===== src/rtl/blk_ba51ab.sv =====
// N-input select mux with a blanking window on every select change.
// The optional output register gives downstream memory collars retimed data.
module blk_ba51ab #(
    parameter int WIDTH         = 1,
    parameter int NUM_INPUTS    = 2,
    parameter int SEL_W         = 1,
    parameter int RESET_SEL     = 0,
    parameter int SETTLE_CYCLES = 2,
    parameter int REG_OUT       = 1
) (
    input  logic                        clk,
    input  logic                        reset,
    input  logic [NUM_INPUTS*WIDTH-1:0] data_in,
    input  logic [SEL_W-1:0]            sel_req,
    input  logic                        sel_req_valid,
    output logic                        sel_req_ready,
    output logic [SEL_W-1:0]            sel_active,
    output logic                        switching,
    output logic [WIDTH-1:0]            data_out,
    output logic                        data_out_valid,
    output logic                        sel_err
);

    localparam int CNT_W = $clog2(SETTLE_CYCLES + 1);
    localparam int SLOTS = 2 ** SEL_W;
    localparam logic [SEL_W:0]       NUM_IN_C    = (SEL_W + 1)'(NUM_INPUTS);
    localparam logic [SEL_W-1:0]     RESET_SEL_C = SEL_W'(RESET_SEL);
    localparam logic [CNT_W-1:0]     CNT_LOAD_C  = CNT_W'(SETTLE_CYCLES - 1);

    typedef enum logic [0:0] {
        IDLE  = 1'b0,
        BLANK = 1'b1
    } state_t;

    state_t            state_r;
    logic [SEL_W-1:0]  sel_active_r;
    logic [SEL_W-1:0]  sel_pend_r;
    logic [CNT_W-1:0]  cnt_r;
    logic [WIDTH-1:0]  data_r;
    logic              valid_r;
    logic              sel_err_r;

    logic [WIDTH-1:0]  slot_s [SLOTS];
    logic [WIDTH-1:0]  mux_s;
    logic              idle_s;
    logic              req_fire_s;
    logic              req_bad_s;
    logic              req_switch_s;

    // Unused select codes read as zero so the mux index never leaves the array.
    for (genvar i = 0; i < SLOTS; i++) begin : g_slot
        if (i < NUM_INPUTS) begin : g_used
            assign slot_s[i] = data_in[i*WIDTH +: WIDTH];
        end else begin : g_pad
            assign slot_s[i] = {WIDTH{1'b0}};
        end
    end

    assign mux_s  = slot_s[sel_active_r];
    assign idle_s = (state_r == IDLE);

    // Classify the request presented in this cycle.
    always_comb begin
        req_fire_s   = 1'b0;
        req_bad_s    = 1'b0;
        req_switch_s = 1'b0;
        if (sel_req_valid && idle_s) begin
            req_fire_s   = 1'b1;
            req_bad_s    = ({1'b0, sel_req} >= NUM_IN_C);
            req_switch_s = !req_bad_s && (sel_req != sel_active_r);
        end else begin
            req_fire_s   = 1'b0;
        end
    end

    // Select-change FSM: accept, blank for SETTLE_CYCLES, then commit the new index.
    always_ff @(posedge clk or posedge reset) begin
        if (reset) begin
            state_r      <= IDLE;
            sel_active_r <= RESET_SEL_C;
            sel_pend_r   <= RESET_SEL_C;
            cnt_r        <= {CNT_W{1'b0}};
            sel_err_r    <= 1'b0;
        end else begin
            case (state_r)
                IDLE: begin
                    if (req_fire_s && req_bad_s) begin
                        sel_err_r <= 1'b1;
                    end else if (req_switch_s) begin
                        sel_pend_r <= sel_req;
                        cnt_r      <= CNT_LOAD_C;
                        state_r    <= BLANK;
                    end
                end
                BLANK: begin
                    if (cnt_r == {CNT_W{1'b0}}) begin
                        sel_active_r <= sel_pend_r;
                        state_r      <= IDLE;
                    end else begin
                        cnt_r <= cnt_r - CNT_W'(1);
                    end
                end
                default: begin
                    state_r <= IDLE;
                    cnt_r   <= {CNT_W{1'b0}};
                end
            endcase
        end
    end

    // Output register: tracks the mux while idle, freezes during blanking.
    always_ff @(posedge clk or posedge reset) begin
        if (reset) begin
            data_r  <= {WIDTH{1'b0}};
            valid_r <= 1'b0;
        end else if (idle_s) begin
            data_r  <= mux_s;
            valid_r <= !req_switch_s;
        end else begin
            valid_r <= 1'b0;
        end
    end

    if (REG_OUT != 0) begin : g_reg_out
        assign data_out       = data_r;
        assign data_out_valid = valid_r;
    end else begin : g_comb_out
        // The frozen register value covers blanking and reset.
        assign data_out       = (idle_s && !reset) ? mux_s : data_r;
        assign data_out_valid = idle_s && !reset;
    end

    assign sel_req_ready = idle_s;
    assign switching     = (state_r == BLANK);
    assign sel_active    = sel_active_r;
    assign sel_err       = sel_err_r;

endmodule


===== config.mk =====
export PLATFORM = sky130hd
export DESIGN_NAME = blk_ba51ab
export DESIGN_NICKNAME = d
export VERILOG_FILES = /design/src/rtl/blk_ba51ab.sv
export SDC_FILE = /design/constraint.sdc
export NUM_CORES = 1
export LEC_CHECK = 0
export CELL_PAD_IN_SITES_DETAIL_PLACEMENT = 0
export CELL_PAD_IN_SITES_GLOBAL_PLACEMENT = 2
export CORE_UTILIZATION = 25
export CTS_CLUSTER_SIZE = 8
export DETAILED_ROUTE_END_ITERATION = 6
export PLACE_DENSITY = 0.88
export SETUP_SLACK_MARGIN = 0.3
export SYNTH_ARGS = -nofsm -noshare
export SYNTH_HDL_FRONTEND = slang
export SYNTH_SLANG_ARGS = --single-unit

===== constraint.sdc =====
create_clock -name clk -period 3.1 [get_ports clk]
set_input_delay 0.62 -clock clk [delete_from_list [all_inputs] [get_ports clk]]
set_output_delay 0.62 -clock clk [all_outputs]
set_load 0.05 [all_outputs]

# == Word-level counts from Yosys, hierarchy flattened ==
# Cells that the tools add are included.
# totals
output_inout_bits,6
regBits,7
elab_cells,30
# op_classes
n_mux,11
bitwise_logic,2
n_reduce_logical,6
order_cmp,1
n_addsub,1
n_eq_ne,3
# ops
op,count
$mux 1,7
$reduce_and 2->1,3
$mux 2,2
$pmux 2 s2,1
$ge 2x2->1 const B,1
$logic_not 2->1,1
$ne 2x1->1 const B,1
$ne 2x2->1 const B,1
$not 1->2,1
$pmux 1 s2,1
$sub 2x1->2 const B,1
$logic_and 1x1->1,1
$logic_not 1->1,1
$ne 1x1->1,1
$not 1->1,1

# == Longest topological paths before layout ==
# logic_depth
depth_word,5
ltp_mapped,5
mapped_depth_nobuf,5

# == Worst setup path after synthesis ==
# Ideal clock, no wire load.
# synth_path
path_type,flip-flop to output port
start,register state_r (netlist: switching)
end,output port sel_req_ready
n_path_buf,0
slack_ns,1.354
arrival_ns,1.126
stages_incl_launch_ff,2
cell_sequence,dfrtp_1 inv_1
# synth_between
elab_chain_cells,1
# synth_rtl
element,line_no,source
"start, declared",35,state_t state_r;
"start signal, assigned",79,state_r <= IDLE;
"start signal, assigned",92,state_r <= BLANK;
"start signal, assigned",98,state_r <= IDLE;
$not 1->1 (no source line),-,
"end, declared",16,"output logic sel_req_ready,"
# Every way passes these cells.

# == Worst setup path in the final report ==
# Ends and elaborated chain as after synthesis.

==> qor.yml <==
outcome: "complete, no violations"
final_critical_path_setup_slack_ns: 0.731
cap_violations: 0
achievable-frequency_mhz: 422
design.die.area_mm2: 0.00150
grt_most_used_layer: "met2"
chipHeight_um: 38.8
timing_worst_slew_pin_value_ns: 0.501
period_minus_slack_ns: 2.37
die_width_um: 38.8
cts-root-to-sink-buffers: 2
worstSkewPairLatency_ns: 0.26
worst_ep_required_time_ns: 2.48
synth.yosys.warnings: 0
io_pins: 12
worstHoldPathType: "reg -> reg"
irDropWorstVdd_v: 0.000525
floorplan.initialDensity: 0.285
drt_pass1_iterations: 4
yosysTopAreaCellShare: 0.519
groute.layer.met1.usage: 0.129
ant_nets: 0
postRouteWirelength_um: 720
fin_max_slew_vios: 0
final_layout_size_suffix_gt1_frac: 0.106
grt_util_met2: 0.179
avgViaCountPerCell: 4.59
fp.coreArea_mm2: 0.00119
finalClockSkew_ns: 0.00614
post_synth.cell_area_avg_um2: 9.94
wl_per_cell_um: 11.8
timing.hold.worst.start: "data_out$_DFFE_PP0N_"
dp_cells: 57
num_vias: 280
startpoint_type: "flop"
timing.final.setup_violations: 0
timing.setup.critical_path_class: "reg -> out"
global_route.overflow_total: 0
cts_inserted_buffers: 3
synth_top_family_by_area: "compound AO/OA/AOI/OAI gates"
postSynthCellCount: 34
end_kind: "output pin"
use_met3: 0.0694
synth_area_leaders: "sky130_fd_sc_hd__dfrtp_1, sky130_fd_sc_hd__mux2i_1, sky130_fd_sc_hd__o21ai_0"
timing.max_slew.rel_slack: 0.665
post-cts-setup-buffer-count: 0
grt_first_pass_wirelength_um: 1110
io_buffer_count: 10
final_min_period_over_clock_period: 0.764
drt_drc_violations_left: 0
finish.net_count: 55
gp_routability_congestion: 0.855
reg2reg_slack_ns: 1.90
holdPathStages: 2
cts.repair.resized: 0
yosys.area.top_type: "sky130_fd_sc_hd__dfrtp_1"
antenna_found_initial: 0
clock_sink_count: 7
htree_levels: 1
antenna_cells: 0
utilization: 0.401
critical_path.startpoint: "switching$_DFF_PP0_"
timing.critical_path.fanout_max: 9
ys_ff_latch: 7
critical_path.reg2reg.startpoint: "cnt_r[0]$_DFFE_PP0P_"
synth_nets: 41
worst-endpoint-arrival_ns: 1.75
fin_tns_setup_ns: 0
areaGrowthSynthToFinish_pct: 40.7
final.fill_count: 123
synth_mux_area_frac: 0.0926
path_clk_slew_ns: 0.06
post_synth_instance_area_um2: 338
yosys.area_share.simple: 0.0852
synth_compound_area_frac: 0.137
ys_types: 16
first_global_vias: 267
synth_seq_area_share: 0.519
largest_net_degree_at_the_start_of_global_routing: 10
xor_xnor_share_of_the_synthesized_area: 0.0519
drt_iter0_markers: 10
num_rows: 12
grt_usage: 0.124
preCtsSetupSlack_ns: 1.01
design_power_total_mw: 0.584
cts.hold.buffers_added: 0
cell_at_the_root_of_the_clock_tree: "sky130_fd_sc_hd__clkbuf_4"
post_layout_nonfiller_instances: 61
synth_fa_ha_area_frac: 0.0370
tritoncts: "yes"
pwr_dens_mw_per_mm2: 1230
cellLeakagePower_nw: 0.220
reg2regPathDepth: 4
unrepaired_setup_endpoints_after_global_routing: "false"
hold_violations: 0
hpwl_um: 551
==> logic make-up (layout without fill, tap and decap cells) <==
group,Yosys count,count (layout)
AO/OA/AOI/OAI,8,8
XOR/XNOR,2,2
adder cells (fa/ha/maj),1,1
buffers and inverters,5,18
flip-flops,7,7
multiplexers,3,3
other,1,1
AND/OR/NAND/NOR,7,7
==> flip-flops by register name, indices dropped and copies added, names as in the netlist <==
name            count
switching           1
cnt_r               2
sel_active          1
data_out_valid      1
data_out            1
sel_pend_r          1
==> cell usage after synthesis (all sizes together) <==
master  instances
dfrtp           7
nand2           4
mux2            1
nand2b          1
ha              1
mux2i           2
xor2            1
a31oi           2
xnor2           1
a21oi           2
inv             4
nor2            2
o21ai           3
conb            1
buf             1
a22o            1
==> cell usage in the layout, fill, tap and decap left out <==
cell type                          n
sky130_fd_sc_hd__mux2_2            1
sky130_fd_sc_hd__inv_1             4
sky130_fd_sc_hd__clkinv_2          1
sky130_fd_sc_hd__a31oi_1           2
sky130_fd_sc_hd__clkbuf_4          3
sky130_fd_sc_hd__o21ai_0           3
sky130_fd_sc_hd__xnor2_1           1
sky130_fd_sc_hd__nor2_1            2
sky130_fd_sc_hd__a21oi_1           2
sky130_fd_sc_hd__xor2_1            1
sky130_fd_sc_hd__dfrtp_1           7
sky130_fd_sc_hd__nand2_1           4
sky130_fd_sc_hd__ha_1              1
sky130_fd_sc_hd__nand2b_1          1
sky130_fd_sc_hd__conb_1            1
sky130_fd_sc_hd__a22o_1            1
sky130_fd_sc_hd__clkdlybuf4s50_1  10
sky130_fd_sc_hd__mux2i_1           2
==> worst max-delay path, cell delays in order (launching register included) <==
cell and delay, ns:
sky130_fd_sc_hd__dfrtp_1 0.47, sky130_fd_sc_hd__inv_1 0.19, sky130_fd_sc_hd__clkdlybuf4s50_1 0.83
==> per-stage QoR <==
| stage | cell area (µm²) | hold WS, ns |
|---|---|---|
| floorplan | 338 | 0.423 |
| global placement | 448 | 0.465 |
| detailed placement | 448 | 0.523 |
| CTS | 475 | 0.535 |
| global route | 475 | 0.557 |
| finish | 475 | 0.506 |
==> power breakdown <==
part,leakage (nW),switching (mW),internal (mW)
clock network,0.0177,0.0377,0.0473
logic,0.117,0.199,0.124
registers,0.0853,0.0404,0.135
==> layer usage <==
| layer | vias up | wire length [µm] |
|---|---|---|
| met1 | 127 | 292 |
| met3 | 4 | 47 |
| met4 | 0 | 28 |
| met2 | 13 | 352 |
| li1 | 136 | - |
| met5 | - | 0 |
==> area by class of cell <==
type                       count  area, µm²  share of cell area
timing repair buffer          10        100               0.211
clock inverter                 1       5.00              0.0105
multi-input combinational     22        140               0.295
clock buffer                   3       22.5              0.0474
inverter                       4       15.0              0.0316
sequential                     7        175               0.368
tap                           14       17.5              0.0368
==> path summary, 6_finish.rpt <==
path | end
max | sel_req_ready
min | data_out$_DFFE_PP0N_
max reg2reg | sel_active$_DFFE_PP0P_
min reg2reg | data_out$_DFFE_PP0N_
max in group asynchronous | cnt_r[1]$_DFFE_PP0P_
min in group asynchronous | cnt_r[0]$_DFFE_PP0P_
No activity file was read; power rests on OpenSTA's default activity.
==> patch 1: new RTL, config.mk and constraints unchanged <==
Reset style: synchronous (`reset`), changed in 2 clocked blocks.
--- a/src/rtl/blk_ba51ab.sv
+++ b/src/rtl/blk_ba51ab.sv
@@ -75,5 +75,5 @@
 
     // Select-change FSM: accept, blank for SETTLE_CYCLES, then commit the new index.
-    always_ff @(posedge clk or posedge reset) begin
+    always_ff @(posedge clk) begin
         if (reset) begin
             state_r      <= IDLE;
@@ -110,5 +110,5 @@
 
     // Output register: tracks the mux while idle, freezes during blanking.
-    always_ff @(posedge clk or posedge reset) begin
+    always_ff @(posedge clk) begin
         if (reset) begin
             data_r  <= {WIDTH{1'b0}};
Check against the original RTL: differs if reset is asserted again (counterexample within 4 cycles, from zero or initial values and one cycle with reset high); with reset held inactive, the same outputs for 10 cycles.
==> patch 1 against the unedited design <==
Global-route usage about the same. Synthesized cell count up 2.9%. Sequential cell count unchanged. Critical endpoint is now sel_active. Wire length down 4.6%. Cell area down 2.1%. Highest routed layer unchanged. First-iteration DRC count down 80%. Critical path type unchanged. Area after synthesis decreased by 2.6%. Worst setup slack better by 0.17 ns.
Power is not compared: it rests on default switching activity, and its combinational part moved more than twofold at a synthesized area within 25%.
==> patch 1: results (changes against the unedited design) <==
outcome:
  status: "completed"  # unchanged
drt:
  wl_per_cell_um: 11.1  # was 11.8 um
  drt_iter0_drc: 2  # was 10
hold_path:
  worstHoldStart: "data_out"  # unchanged
  min_to: "data_out"  # unchanged
yosys:
  synth_commonest_cells: "dfxtp_1, a21oi_1, nand2_1"  # was dfrtp_1, inv_1, nand2_1
  ys_seq_area_share_pct: 42.6  # was 51.9%
  async_reset_ff_share_pct: 0  # was 100%
  synthFlopType: "dfxtp_1"  # was dfrtp_1
  synth_compound_area_share_pct: 22.1  # was 13.7%
  synth_cells: 35  # was 34
  synthAdderAreaFrac_pct: 3.80  # was 3.70%
  syn_nets: 42  # was 41
  synth.mux.area_fraction_pct: 6.46  # was 9.26%
  yosysUniqueCellTypes: 19  # was 16
  ys_top_cells_by_area: "dfxtp_1, a21oi_1, xor2_2"  # was dfrtp_1, mux2i_1, o21ai_0
global_route:
  grt_pass1_wl_mm: 1.12  # was 1.11 mm
  grt_usage_pct: 12.5  # was 12.4%
  grt_max_degree: 9  # was 10
  grt_pass1_vias: 251  # was 267
sta:
  worst_slack_ns: 0.902  # was 0.731 ns
  clock_skew_ns: 0.00639  # was 0.00614 ns
  whs_ns: 0.460  # was 0.506 ns
cells_and_area:
  num-fill-cells: 122  # was 123
  multi_input_comb_area_um2: 170  # was 140 um^2
  drive_gt1_share_pct: 14.6  # was 10.6%
  nets: 56  # was 55
placement:
  dp_slack_ns: 1.18  # was 1.01 ns
  postPlaceCellArea_um2: 439  # was 448 um^2
critical_path:
  rrSetupSlack_ns: 1.83  # was 1.90 ns
  critPathLaunch: "sel_active"  # was switching
  worstPathMaxFanout: 6  # was 9
  r2r_start: "cnt_r[0]"  # unchanged
  crit_path_end: "sel_active"  # was sel_req_ready
  critPathArrivalTime_ns: 1.58  # was 1.75 ns
  cp_slowest_stage_delay_ns: 0.86  # was 0.83 ns
  reg2regPathDepth: 5  # was 4
[patch 1: logic make-up after synthesis]
kind of cell | count (synthesis)
AOI/OAI and AO/OA | 10
xor gates and xnor gates | 1
adders and majority gates | 1
buffers and inverters | 4
DFF | 7
muxes | 2
other | 1
and+or+nand+nor | 9
[patch 1: layout make-up]
cell class	instances	share of cell area [%]
inverter	3	2.42
tap	14	3.76
timing repair buffer	10	21.5
clock buffer	4	5.65
multi-input combinational	24	36.6
sequential	7	30.1
[patch 1: routing by layer]
layer	track usage, %	vias to the layer above	routed length [um]
met4	16.1	0	25
met2	16.9	6	324
met3	3.49	4	25
met5	0	-	0
li1	-	142	-
met1	13.7	131	312
[patch 1: worst min-delay path, stage by stage, from the launching register on]
cell,delay (ns)
dfxtp_1,0.31
nand2_1,0.05
a21oi_1,0.05
[patch 1: where the power goes]
part | switching [W] | total, W | internal, W
sequential | 0.00000455 | 0.000101 | 0.0000960
combinational | 0.0000297 | 0.0000515 | 0.0000219
clock | 0.0000392 | 0.0000887 | 0.0000495
==> patch 2: new RTL, same flow settings <==
Without the edit above. The parameter `NUM_INPUTS` goes from 2 to 1.
--- a/src/rtl/blk_ba51ab.sv
+++ b/src/rtl/blk_ba51ab.sv
@@ -3,5 +3,5 @@
 module blk_ba51ab #(
     parameter int WIDTH         = 1,
-    parameter int NUM_INPUTS    = 2,
+    parameter int NUM_INPUTS    = 1,
     parameter int SEL_W         = 1,
     parameter int RESET_SEL     = 0,
Ports: changed (resized data_in); port bits go from 12 to 11. The function was not compared with the original's and may differ.
==> patch 2 against the unedited design <==
Cell area rose by 0.53%. Area after synthesis is the same. Sequential cell count up 1. Wire length down 4.9%. Via count down 10%. Worst setup slack improved by 0.13 ns. Critical path depth unchanged.
Power is not compared: it rests on default switching activity, and its combinational part moved more than twofold at a synthesized area within 25%.
==> patch 2: results (changes against the unedited design) <==
sta:
  slew_headroom_pct: 67.0  # was 66.5%
  whs_ns: 0.469  # was 0.506 ns
  clock_skew_ns: 0.00211  # was 0.00614 ns
cells_and_area:
  drive_gt1_share_pct: 21.4  # was 10.6%
  nets: 50  # was 55
  clock_tree_area_fraction_pct: 4.71  # was 5.79%
  multi_input_comb_area_um2: 111  # was 140 um^2
  num-fill-cells: 117  # was 123
  seq_share_pct: 41.9  # was 36.8%
  multi_input_area_share_pct: 23.3  # was 29.5%
  multi_input_comb_cells: 14  # was 22
  nonClkBufAreaFrac_pct: 20.9  # was 21.1%
placement:
  dp_slack_ns: 1.13  # was 1.01 ns
  gp_congestion: 0.726  # was 0.855
  postPlaceCellArea_um2: 455  # was 448 um^2
  dp_cells: 53  # was 57
outcome:
  status: "completed"  # unchanged
drt:
  drt-pass1-iter-count: 2  # was 4
  wl_per_cell_um: 12.2  # was 11.8 um
  num_vias: 252  # was 280
global_route:
  grt_usage_pct: 12.6  # was 12.4%
  grt_pass1_vias: 282  # was 267
  grt_pass1_wl_mm: 1.18  # was 1.11 mm
  grt_max_degree: 9  # was 10
  grtUsageMet3_pct: 1.73  # was 6.94%
  gr-usage-met1_pct: 13.0  # was 12.9%
yosys:
  ys_seq_area_share_pct: 59.3  # was 51.9%
  yosysUniqueCellTypes: 15  # was 16
  synth_cells: 29  # was 34
  syn_area_um2: 338  # unchanged
  ys_top_cells_by_area: "dfrtp_1, inv_1, and2b_2"  # was dfrtp_1, mux2i_1, o21ai_0
  syn_nets: 35  # was 41
  synth_commonest_cells: "dfrtp_1, inv_1, and2b_2"  # was dfrtp_1, inv_1, nand2_1
critical_path:
  rrSetupSlack_ns: 1.88  # was 1.90 ns
  critPathArrivalTime_ns: 1.62  # was 1.75 ns
  r2r_end: "cnt_r[0]"  # was sel_active
  cp_slowest_stage_delay_ns: 0.80  # was 0.83 ns
  cp_slowest_cell: "clkdlybuf4s50_1"  # unchanged
hold_path:
  worstHoldStart: "sel_err"  # was data_out
  min_to: "sel_err"  # was data_out
  hold_depth: 1  # was 2
## patch 2: cell count changes after synthesis, moves of 2 or more
cell     before  now
nand2_1       4    1
inv_1         4    7
o21ai_0       3    0
and2b_2       0    2
mux2i_1       2    0
## patch 2: routing by layer
layer	part of all wire [%]	vias up
met5	0	-
met2	50	9
li1	-	121
met3	5.3	4
met1	40	118
met4	4.4	0
## patch 2: worst max-delay path by stage
stage	end	start	cells after the start	slack, ns
3_5_place_dp	sel_req_ready	switching	2	1.13
4_1_cts	sel_req_ready	switching	2	0.85
6_report	sel_req_ready	switching	2	0.86
5_1_grt	sel_req_ready	switching	2	0.80
2_1_floorplan	sel_req_ready	switching	1	1.41
3_3_place_gp	sel_req_ready	switching	2	1.17
## patch 2: cell families after synthesis
logic type,after synthesis,share of synthesized area [%]
multiplexers,1,3.33
adder cells (fa/ha/maj),1,3.70
AO/OA/AOI/OAI,5,11.5
flip-flops,8,59.3
buffers and inverters,7,7.78
AND/OR/NAND/NOR,7,14.4
